==> config.mk <==
export PLATFORM = sky130hd
export DESIGN_NAME = core_mem_arbiter
export DESIGN_NICKNAME = d
export VERILOG_FILES = /design/src/rtl/core_mem_arbiter.sv
export SDC_FILE = /design/constraint.sdc
export NUM_CORES = 1
export LEC_CHECK = 0
export ABC_AREA = 0
export ABC_CLOCK_PERIOD_IN_PS = 1500
export CORE_ASPECT_RATIO = 0.7
export CORE_MARGIN = 2
export CORE_UTILIZATION = 37
export CTS_CLUSTER_SIZE = 8
export DETAILED_ROUTE_END_ITERATION = 7
export GPL_ROUTABILITY_DRIVEN = 0
export PLACE_DENSITY_LB_ADDON = 0.1
export SLEW_MARGIN = 20
export SYNTH_ARGS = -nofsm -noshare
export SYNTH_HDL_FRONTEND = slang
export SYNTH_SLANG_ARGS = --single-unit
==> constraint.sdc <==
create_clock -name clk -period 1.5 [get_ports clk]
set_input_delay 0.15 -clock clk [delete_from_list [all_inputs] [get_ports clk]]
set_output_delay 0.15 -clock clk [all_outputs]
set_load 0.02 [all_outputs]
==> src/rtl/core_mem_arbiter.sv <==
// Single-port memory arbiter between the fetch and data stages: one registered command per access.
// Optional fetch-fairness streak limiter is enabled by defining MEM_ARB_FAIR_EN.
module core_mem_arbiter #(
    parameter int ADDR_W       = 32,
    parameter int DATA_W       = 32,
    parameter int MEM_LATENCY  = 1,
    parameter int MAX_D_STREAK = 2
) (
    input  logic              clk,
    input  logic              reset,
    input  logic              i_req,
    input  logic [ADDR_W-1:0] i_addr,
    input  logic              i_cancel,
    output logic              i_done,
    output logic [DATA_W-1:0] i_rdata,
    input  logic              d_req,
    input  logic              d_we,
    input  logic [ADDR_W-1:0] d_addr,
    input  logic [DATA_W-1:0] d_wdata,
    output logic              d_done,
    output logic [DATA_W-1:0] d_rdata,
    output logic              stall_req_f,
    output logic              stall_req_m,
    output logic              mem_valid,
    output logic              mem_we,
    output logic [ADDR_W-1:0] mem_addr,
    output logic [DATA_W-1:0] mem_wdata,
    input  logic              mem_rvalid,
    input  logic [DATA_W-1:0] mem_rdata
);

    if (MEM_LATENCY < 1 || MAX_D_STREAK < 1) begin : g_param_check
        $error("core_mem_arbiter: MEM_LATENCY and MAX_D_STREAK must both be >= 1");
    end

    typedef enum logic [1:0] {S_IDLE, S_ISSUE, S_WAIT, S_RESP} state_t;

    state_t            state_q;
    logic              owner_d_q;   // 1: data stage owns the current access
    logic              cancel_q;
    logic              mem_valid_q;
    logic              mem_we_q;
    logic [ADDR_W-1:0] mem_addr_q;
    logic [DATA_W-1:0] mem_wdata_q;
    logic              i_done_q;
    logic              d_done_q;
    logic [DATA_W-1:0] i_rdata_q;
    logic [DATA_W-1:0] d_rdata_q;

    logic fetch_ok;
    logic force_f;
    logic grant_d;
    logic grant_f;

    always_comb begin
        fetch_ok = i_req & ~i_cancel;
        grant_d  = (state_q == S_IDLE) && d_req && !force_f;
        grant_f  = (state_q == S_IDLE) && fetch_ok && !grant_d;
    end

`ifdef MEM_ARB_FAIR_EN
    localparam int STREAK_W = $clog2(MAX_D_STREAK + 1);

    logic [STREAK_W-1:0] streak_q;
    logic [STREAK_W-1:0] streak_d;

    always_comb begin
        force_f  = fetch_ok && (streak_q >= STREAK_W'(MAX_D_STREAK));
        streak_d = streak_q;
        if (!i_req || grant_f) begin
            streak_d = '0;
        end else if (grant_d && (streak_q < STREAK_W'(MAX_D_STREAK))) begin
            streak_d = streak_q + 1'b1;
        end
    end

    always_ff @(posedge clk) begin
        if (reset) begin
            streak_q <= '0;
        end else begin
            streak_q <= streak_d;
        end
    end
`else
    always_comb force_f = 1'b0;
`endif

    always_ff @(posedge clk) begin
        if (reset) begin
            state_q     <= S_IDLE;
            owner_d_q   <= 1'b0;
            cancel_q    <= 1'b0;
            mem_valid_q <= 1'b0;
            mem_we_q    <= 1'b0;
            mem_addr_q  <= '0;
            mem_wdata_q <= '0;
            i_done_q    <= 1'b0;
            d_done_q    <= 1'b0;
            i_rdata_q   <= '0;
            d_rdata_q   <= '0;
        end else begin
            // NOTE: strobes default low here so each one is high for exactly one cycle.
            mem_valid_q <= 1'b0;
            i_done_q    <= 1'b0;
            d_done_q    <= 1'b0;
            case (state_q)
                S_IDLE: begin
                    if (grant_d || grant_f) begin
                        state_q     <= S_ISSUE;
                        owner_d_q   <= grant_d;
                        cancel_q    <= 1'b0;
                        mem_valid_q <= 1'b1;
                        mem_we_q    <= grant_d & d_we;
                        mem_addr_q  <= grant_d ? d_addr : i_addr;
                        mem_wdata_q <= grant_d ? d_wdata : '0;
                    end
                end
                S_ISSUE: begin
                    state_q <= S_WAIT;
                    if (!owner_d_q && i_cancel) begin
                        cancel_q <= 1'b1;
                    end
                end
                S_WAIT: begin
                    if (!owner_d_q && i_cancel) begin
                        cancel_q <= 1'b1;
                    end
                    if (mem_rvalid) begin
                        state_q <= S_RESP;
                        if (owner_d_q) begin
                            d_done_q <= 1'b1;
                            if (!mem_we_q) begin
                                d_rdata_q <= mem_rdata;
                            end
                        end else if (!cancel_q && !i_cancel) begin
                            // A flushed fetch still drains the memory but is never reported.
                            i_done_q  <= 1'b1;
                            i_rdata_q <= mem_rdata;
                        end
                    end
                end
                S_RESP: begin
                    state_q <= S_IDLE;
                end
                default: begin
                    state_q <= S_IDLE;
                end
            endcase
        end
    end

    assign i_done      = i_done_q;
    assign d_done      = d_done_q;
    assign i_rdata     = i_rdata_q;
    assign d_rdata     = d_rdata_q;
    assign mem_valid   = mem_valid_q;
    assign mem_we      = mem_we_q;
    assign mem_addr    = mem_addr_q;
    assign mem_wdata   = mem_wdata_q;
    assign stall_req_f = i_req & ~i_done_q & ~i_cancel;
    assign stall_req_m = d_req & ~d_done_q;

endmodule
== After elaboration in Yosys (flattened, before gate mapping) ==
Cells that the tools add are included.
Word-level totals
  output and inout bits: 134
  latch bits: 0
  memory bits (writable): 0
  ROM bits: 0
  register bits: 136
  memories kept: 0
Cells by class
  bitwise logic cells: 13
  shifts and indexed selects: 0
  $mul: 0
  reduce and logical (&&, ||, !) cells: 21
  equality and inequality tests: 6
  magnitude comparators: 0
  $add $sub $neg: 0
  div/mod/pow operators: 0
  muxes and demuxes: 11
Operators with widths (count)
  32-bit 2-to-1 mux: 2
  1-bit NOT: 8
  2-bit case mux with 4 select lines: 1
  4-bit AND reduction: 2
  1-bit AND: 5
  1-bit logical AND: 5
  1-bit 2-to-1 mux: 5
  2-bit equality test (second input constant): 2
  1-bit zero test: 4
  2-bit 2-to-1 mux: 2
  2-bit by 1-bit inequality test with 1-bit output (second input constant): 2
  2-bit AND reduction: 2
  2-bit OR reduction: 2
  4-bit OR reduction: 1
  3-bit AND reduction: 1
  3-bit OR reduction: 1
  2-bit by 1-bit equality test with 1-bit output (second input constant): 1
  2-bit zero test: 1
  2-bit inequality test (second input constant): 1
  1-bit case mux with 2 select lines: 1
  2-bit nonzero test: 1
  1-bit logical OR: 1

== Logic depth before layout (Yosys ltp) ==
Gate-level depths: netlist of the first run.
  depth in word-level cells: 7
  gate-level depth with buffers: 7
  depth with buffers taken out: 5

== Worst setup path before layout of the first run ==
OpenSTA, ideal clock, no wires.
  path type: reg-to-reg
  start: register state_q[1]
  end: register mem_addr_q[16] (netlist: mem_addr[16])
  cell stages (with the launch flop): 8
  arrival time: 1.433 ns
  data required time: 1.400 ns
  period minus slack after synthesis: 1.532 ns
  setup time: 0.100 ns
  slack: -0.032 ns
  path through: dfxtp_1 -> inv_1 -> ha_1 -> buf_6 -> nand2_4 -> buf_4 -> mux2i_1 -> a2111oi_4
On the way
  longest elaborated chain between the ends: 6
  elaborated cells between the ends (all ways): 8
  classes of those cells: mux: 1; reduce/logical: 7
Ends and longest elaborated chain
  from (decl): line 38  | state_t state_q;
  from (signal assigned): line 90  | state_q <= S_IDLE;
  from (signal assigned): line 109  | state_q <= S_ISSUE;
  from (signal assigned): line 119  | state_q <= S_WAIT;
  2-bit zero test (*): line 57, 58, 106
  1-bit logical AND: line 57  | grant_d = (state_q == S_IDLE) && d_req && !force_f;
  1-bit zero test: line 58  | grant_f = (state_q == S_IDLE) && fetch_ok && !grant_d;
  1-bit logical AND: line 58
  1-bit logical OR: line 108  | if (grant_d || grant_f) begin
  2-bit AND reduction (no line)
  to (signal assigned): line 114  | mem_addr_q <= grant_d ? d_addr : i_addr;
  to (decl): line 43  | logic [ADDR_W-1:0] mem_addr_q;
Mark *: on every way between the ends. The rest lies on a longest branch, timed or not.
A chain may end at the register's enable or synchronous reset.

== Worst setup path in the final report of the first run ==
  start: register state_q[1]
  end: register mem_addr_q[28] (netlist: mem_addr[28])
Same word-level chain as after synthesis.

==> results.cfg, run 1 <==
[synth]
synth_mux_area_share_pct = 11.5
synthesized_cell_area_um2 = 5670
synth_adder_area_share_pct = 0.662
syn_avg_cell_area_um2 = 9.84
synth_top_family_by_area = compound AO/OA/AOI/OAI gates
warnings_from_yosys = 0
synth_seq_cells = 136
synth_simple_gate_area_share_pct = 15.7
synthDistinctLibCells = 33
number_of_standard_cells_after_synthesis = 576
synth-seq-area-share_pct = 48.0
synth-compound-area-share_pct = 18.5
net_count_after_synthesis = 714
synth-xor-area-share_pct = 0

[timing]
worst_slew_margin_relative_to_its_limit_pct = 73.6
fin_crit_sh_pct = 102
tightest_slew_ns = 0.392
rsz0062_at_grt = true
fin_ws_ns = -0.0229
max_freq_ghz = 0.657
timing.final.hold_violations = 0
timing.final.max_slew_violations = 0
period_minus_slack_ns = 1.52
report.final.setup_viol = 9
clock-skew-final_ns = 0.00830

[setup_path]
crit_path_start_kind = flop
ff2ff_setup_slack_ns = -0.02
crit_slowest_cell = sky130_fd_sc_hd__dfxtp_4
arrival_ns = 1.83
worst_r2r_startpoint = state_q[1]
timing.critical_path.slowest_cell_delay_ns = 0.38
worst-path-max-fanout = 8
cell_chain_critical_path = inv_4 > ha_4 > buf_6 > o21a_4 > buf_12 > a2111oi_4
cp.required_ns = 1.81
criticalPathCategory = reg -> reg
setup.worst_path.end_class = flop
worstRegToRegCells = 6
reg2reg_to = mem_addr[28]

[clock_tree]
root_buffer = sky130_fd_sc_hd__clkbuf_16
cts_made_buffers = 17
cts.sink_count = 136
clock_path_buffers = 2
insertion_delay_ns = 0.41
cts.htree.levels = 4
clk_transition_reported_paths_ns = 0.06
tritoncts = done

[power_and_ir_drop]
net-switching-power_uw = 5560
vdd_drop_max_uv = 881
netSwitchingFraction_pct = 35.0
power.internal_uw = 10300
power_frac_seq_pct = 29.2
power.share.combinational_pct = 41.2
static-leakage-power_uw = 0.00419
powerDensity_nw_per_um2 = 1610
clock_power_share_pct = 29.5

[placement]
portBuffers = 268
numPlacedInstances = 1021
post-dp-hpwl_um = 12800
post_dp_cell_area_um2 = 8720

[detailed_routing]
drc = 0
drt_wl_total_um = 18700
drt_first_iter_violations = 302
drt_first_pass_iters = 5
route.detailed.wl_per_inst_um = 17.5
route.detailed.vias_per_inst = 5.06
via_count = 5390
drt.antenna.violating_nets = 0

[finish]
final_area_um2 = 9860
finalCoreUtilization_pct = 66.3
flow.area_growth_from_synthesis_pct = 73.8
final_nets = 996
non_filler_instance_count_after_layout = 1066
insertedDiodeCount = 0
drive_gt1_share_pct = 16.6

[worst_hold_path]
hold_path_class = in -> reg
hp-start = reset
worstHoldEndpoint = mem_addr[10]
hold_crit_depth = 2

[job]
cap_viol_max_count = 0

[global_route]
antenna_found_initial = 0
grt_first_pass_wirelength_um = 28600
pin_count_of_the_biggest_net_entering_global_routing = 59
grt_pass1_vias = 5444
grt.met1_usage_pct = 25.5
met3_usage_pct = 8.17
grtUsageMet2_pct = 37.8
grt_most_used_layer = met2
global_routing_usage_summed_across_all_routing_layers_pct = 22.0
grt.overflow.total = 0

[floorplanning]
dieArea_um2 = 16300
num_rows = 37
core_area_um2 = 14900
chipWidth_um = 152
initial_utilization_pct = 38.2
design.portCount = 269
y_dimension_of_the_die_um = 108

[status]
failing_checks = setup timing
status = complete, but fails checks
## metal layers
layer / up-vias / part of all wire (%) / wire length (µm)
met1: 2537 / 42 / 7860
met4: 0 / 1.1 / 212
li1: 2639 / - / -
met5: - / 0 / 0
met2: 200 / 49 / 9070
met3: 14 / 8.3 / 1550
## registers in the layout (all words and copies together), names as in the netlist
register,count
i_rdata,32
d_rdata,32
mem_addr,32
cancel_q,1
mem_valid,1
mem_wdata,32
i_done,1
state_q,2
mem_we,1
owner_d_q,1
d_done,1
## layout by cell type (no fill, tap or decap), drive strengths merged, types with 8 or more instances in the layout
| cell | count |
|---|---|
| a2111oi | 32 |
| a21oi | 32 |
| a32o | 33 |
| buf | 44 |
| clkbuf | 24 |
| clkdlybuf4s50 | 133 |
| dfxtp | 136 |
| dlygate4sd2 | 130 |
| inv | 8 |
| mux2i | 65 |
| nand2 | 131 |
| nor2 | 35 |
| nor3 | 32 |
## metrics by stage
stage                     setup slack (ns)  setup TNS [ns]  hold WS [ns]  power (µW)
final                              -0.0229          -0.103        0.0819       15900
after global routing               -0.0826           -1.79        0.0753       16600
after CTS                          -0.0141         -0.0149        0.0386       15200
after detailed placement            -0.260          -16.34         0.447       10400
after global placement              -0.253          -14.85         0.442       10200
after floorplan                    -0.0169          -0.755         0.276        7960
## how the worst max path moves through the flow
stage | from | endpoint | slack (ns) | depth (start not counted)
floorplan | state_q[1] | mem_addr[10] | -0.02 | 7
global placement | d_req | stall_req_m | -0.25 | 4
detailed placement | d_req | mem_addr[0] | -0.26 | 6
CTS | state_q[0] | i_rdata[3] | -0.01 | 6
global route | state_q[0] | i_rdata[23] | -0.08 | 7
finish | state_q[1] | mem_addr[28] | -0.02 | 6
## cell usage after synthesis
library cell	number	area share (%)
sky130_fd_sc_hd__a31o_2	2	0.31
sky130_fd_sc_hd__buf_4	3	0.40
sky130_fd_sc_hd__nor3_1	32	2.8
sky130_fd_sc_hd__nand4b_1	1	0.15
sky130_fd_sc_hd__nand2_4	1	0.20
sky130_fd_sc_hd__a211oi_1	2	0.26
sky130_fd_sc_hd__nor3b_1	1	0.13
sky130_fd_sc_hd__o21a_4	1	0.26
sky130_fd_sc_hd__nor4_4	1	0.38
sky130_fd_sc_hd__buf_2	19	1.7
sky130_fd_sc_hd__nor2b_1	3	0.33
sky130_fd_sc_hd__a22o_1	1	0.15
sky130_fd_sc_hd__inv_1	5	0.33
sky130_fd_sc_hd__buf_1	1	0.066
sky130_fd_sc_hd__o21ai_4	1	0.29
sky130_fd_sc_hd__dfxtp_1	136	48
sky130_fd_sc_hd__a21oi_1	32	2.8
sky130_fd_sc_hd__mux2i_1	65	11
sky130_fd_sc_hd__a32o_1	33	5.8
sky130_fd_sc_hd__or4bb_1	1	0.20
sky130_fd_sc_hd__clkbuf_1	21	1.4
sky130_fd_sc_hd__o22ai_1	1	0.11
sky130_fd_sc_hd__nand2_1	130	8.6
sky130_fd_sc_hd__a2111oi_4	1	0.49
sky130_fd_sc_hd__a2111oi_2	29	7.7
sky130_fd_sc_hd__buf_6	9	1.8
sky130_fd_sc_hd__and2_1	1	0.11
sky130_fd_sc_hd__ha_1	3	0.66
sky130_fd_sc_hd__nor2_1	34	2.3
sky130_fd_sc_hd__and4b_1	1	0.18
sky130_fd_sc_hd__nor2_2	1	0.11
sky130_fd_sc_hd__nand2b_1	2	0.22
sky130_fd_sc_hd__a2111oi_0	2	0.31
## layout make-up
| type | count | area (µm²) |
|---|---|---|
| clock buffers | 19 | 443 |
| clock inverters | 13 | 216 |
| fillers | 1199 | 5000 |
| inverters | 5 | 23.8 |
| multi-input cells | 382 | 2990 |
| flip-flops and latches | 136 | 2730 |
| well taps | 195 | 244 |
| repair buffers | 316 | 3210 |
## power groups by stage
stage | clock [µW] | sequential [µW] | combinational (µW)
2_1_floorplan | 0 | 5300 | 2660
3_3_place_gp | 0 | 4660 | 5540
3_5_place_dp | 0 | 4690 | 5700
4_1_cts | 4760 | 4610 | 5810
5_1_grt | 4930 | 4720 | 6980
6_report | 4690 | 4640 | 6550
## critical path: cells and delay by family (launching register included)
family                     cells  cell delay [ns]
AOI/OAI and AO/OA              2             0.52
DFF                            1             0.38
buffers and inverters          3             0.33
adders and majority gates      1             0.18
## cell families (layout without fill, tap and decap cells)
| group | count (synthesis) | after routing |
|---|---|---|
| simple gates | 209 | 209 |
| compound gates | 105 | 105 |
| flops | 136 | 136 |
| buf+inv | 58 | 353 |
| fa+ha+maj | 3 | 3 |
| mux | 65 | 65 |
## what timing repair did
action,CTS,global route
endpoints found under the setup margin,210,92
hold buffers,0,0
pin swaps,10,18
setup buffers,2,2
gates cloned,2,7
gates resized for setup,156,48
(Power assumes the default switching activity.)
==> run 2, diff against run 1 <==
==> constraint.sdc (replaced) <==
create_clock -name clk -period 1.5 [get_ports clk]
set_input_delay 0.15 -clock clk [delete_from_list [all_inputs] [get_ports clk]]
set_output_delay 0.15 -clock clk [all_outputs]
set_load 0.05 [all_outputs]
==> run 2 against run 1 <==
The run still ends with setup timing left. Final area shrank 0.70%. First-iteration DRC count down 22%. Clock power decreased by 5.3%. Utilization is 0.46 points lower. Worst hold slack gained 0.010 ns.
==> results.cfg, run 2 (synthesized netlist as in run 1, its figures left out) <==
[detailed_routing]
route.detailed.wl_per_inst_um = 17.8
drt_wl_total_um = 19100
drt_first_pass_iters = 4
drc = 0
via_count = 5461
drt.antenna.violating_nets = 0
route.detailed.vias_per_inst = 5.10
drt_first_iter_violations = 236

[timing]
tightest_slew_ns = 0.876
clock-skew-final_ns = 0.00941
timing.final.max_slew_violations = 0
report.final.setup_viol = 18
max_freq_ghz = 0.648
fin_ws_ns = -0.0428
worst_slew_margin_relative_to_its_limit_pct = 41.6
period_minus_slack_ns = 1.54
timing.final.hold_violations = 0
rsz0062_at_grt = true
fin_crit_sh_pct = 103

[finish]
final_area_um2 = 9790
register_area_um2 = 2730
mostFrequentLayoutCells = sky130_fd_sc_hd__buf_4 (158), sky130_fd_sc_hd__dfxtp_1 (134), sky130_fd_sc_hd__clkdlybuf4s50_1 (132), sky130_fd_sc_hd__nand2_1 (129), sky130_fd_sc_hd__mux2i_1 (51)
flow.area_growth_from_synthesis_pct = 72.6
filler_cell_count = 1189
non_filler_instance_count_after_layout = 1070
insertedDiodeCount = 0
multi_input_area_um2 = 3050
drive_gt1_share_pct = 32.1
final_nets = 1000
leading_cell_type_in_the_layout_fill_and_taps_excluded = sky130_fd_sc_hd__buf_4

[clock_tree]
cts.htree.levels = 4
clock_path_buffers = 2
tritoncts = done
root_buffer = sky130_fd_sc_hd__clkbuf_16
cts_made_buffers = 17
insertion_delay_ns = 0.41
cts.sink_count = 136
clk_transition_reported_paths_ns = 0.06
cts_hold_repair.buffers = 0

[global_route]
antenna_found_initial = 0
global_routing_usage_summed_across_all_routing_layers_pct = 22.2
pin_count_of_the_biggest_net_entering_global_routing = 59
grt_first_pass_wirelength_um = 28900
grt.overflow.total = 0
grt_pass1_vias = 5466

[placement]
numPlacedInstances = 1022
post-dp-hpwl_um = 12900
post-place-ws_ns = -0.248
portBuffers = 268
post_dp_cell_area_um2 = 8390

[floorplanning]
num_rows = 37
dieArea_um2 = 16300
design.portCount = 269
core_area_um2 = 14900
chipWidth_um = 152
y_dimension_of_the_die_um = 108
initial_utilization_pct = 38.2

[worst_hold_path]
worstHoldEndpoint = mem_addr[3]
hold_path_class = in -> reg
hold_crit_depth = 2
hp-start = reset

[setup_path]
cp.required_ns = 1.75
timing.critical_path.slowest_cell_delay_ns = 0.37
worstRegToRegCells = 6
crit_slowest_cell = sky130_fd_sc_hd__dfxtp_4
crit_path_start_kind = flop
cell_chain_critical_path = inv_4 > ha_4 > nand2_8 > buf_12 > mux2i_1 > a2111oi_4
worst_r2r_startpoint = state_q[1]
ff2ff_setup_slack_ns = -0.04
setup.worst_path.end_class = flop
reg2reg_to = mem_addr[1]
critical-path-top-delay-family = flip-flops
arrival_ns = 1.79
worst-path-max-fanout = 7
criticalPathCategory = reg -> reg
crit_buf_inv = 2

[status]
status = complete, but fails checks
failing_checks = setup timing

[job]
cap_viol_max_count = 0

[power_and_ir_drop]
static-leakage-power_uw = 0.00385
powerDensity_nw_per_um2 = 1780
vdd_drop_max_uv = 998
fin_total_pwr_uw = 17400
==> run 2: layout make-up <==
cell class,count,area share (%)
timing repair buffer,320,31.8
tap,195,2.49
multi-input combinational,382,31.2
inverter,5,0.243
clock inverter,13,1.98
clock buffer,19,4.42
sequential,136,27.9
==> run 2: how the worst max path moves through the flow <==
| stage | slack (ns) | cells after the start | end | from |
|---|---|---|---|---|
| after global routing | -0.07 | 6 | mem_addr[1] | state_q[1] |
| after CTS | -0.02 | 6 | mem_addr[27] | state_q[1] |
| after global placement | -0.19 | 6 | mem_wdata[1] | i_req |
| final | -0.04 | 6 | mem_addr[1] | state_q[1] |
| after floorplan | -0.02 | 7 | mem_addr[10] | state_q[1] |
| after detailed placement | -0.25 | 5 | mem_addr[22] | i_req |
==> run 2: repair_timing <==
| action | 4_1_cts | 5_1_grt |
|---|---|---|
| pin swaps | 3 | 22 |
| gates cloned | 4 | 6 |
| setup endpoints to repair | 66 | 69 |
| resized for setup | 17 | 54 |
| buffers inserted | 3 | 3 |
==> run 2: where the power goes <==
group | total (µW) | internal [µW] | leakage [µW] | switching, µW
logic | 8310 | 3450 | 0.00245 | 4870
registers | 4670 | 4230 | 0.00111 | 444
clock network | 4440 | 2810 | 0.000291 | 1630
==> run 2: stage by stage <==
stage               hold WS [ns]  TNS [ns]  util [%]
floorplan                  0.276    -0.755         -
global placement           0.444    -13.99      56.5
detailed placement         0.448    -17.23      56.5
CTS                       0.0340    -0.259      62.1
global route              0.0813     -1.54      65.9
finish                    0.0918    -0.253      65.9
==> run 2: routing by layer <==
layer / GRT usage [%] / share of wire, % / vias up
met5: 0 / 0 / -
met4: 5.81 / 0.91 / 0
met3: 7.09 / 7.2 / 10
met2: 37.6 / 49 / 204
met1: 27.4 / 43 / 2624
li1: - / - / 2623
==> run 2: worst register-to-register path, cell delays in order (launching register included) <==
cell                        delay, ns
sky130_fd_sc_hd__dfxtp_4         0.37
sky130_fd_sc_hd__inv_4           0.05
sky130_fd_sc_hd__ha_4            0.18
sky130_fd_sc_hd__nand2_8         0.13
sky130_fd_sc_hd__buf_12          0.16
sky130_fd_sc_hd__mux2i_1         0.37
sky130_fd_sc_hd__a2111oi_4       0.13
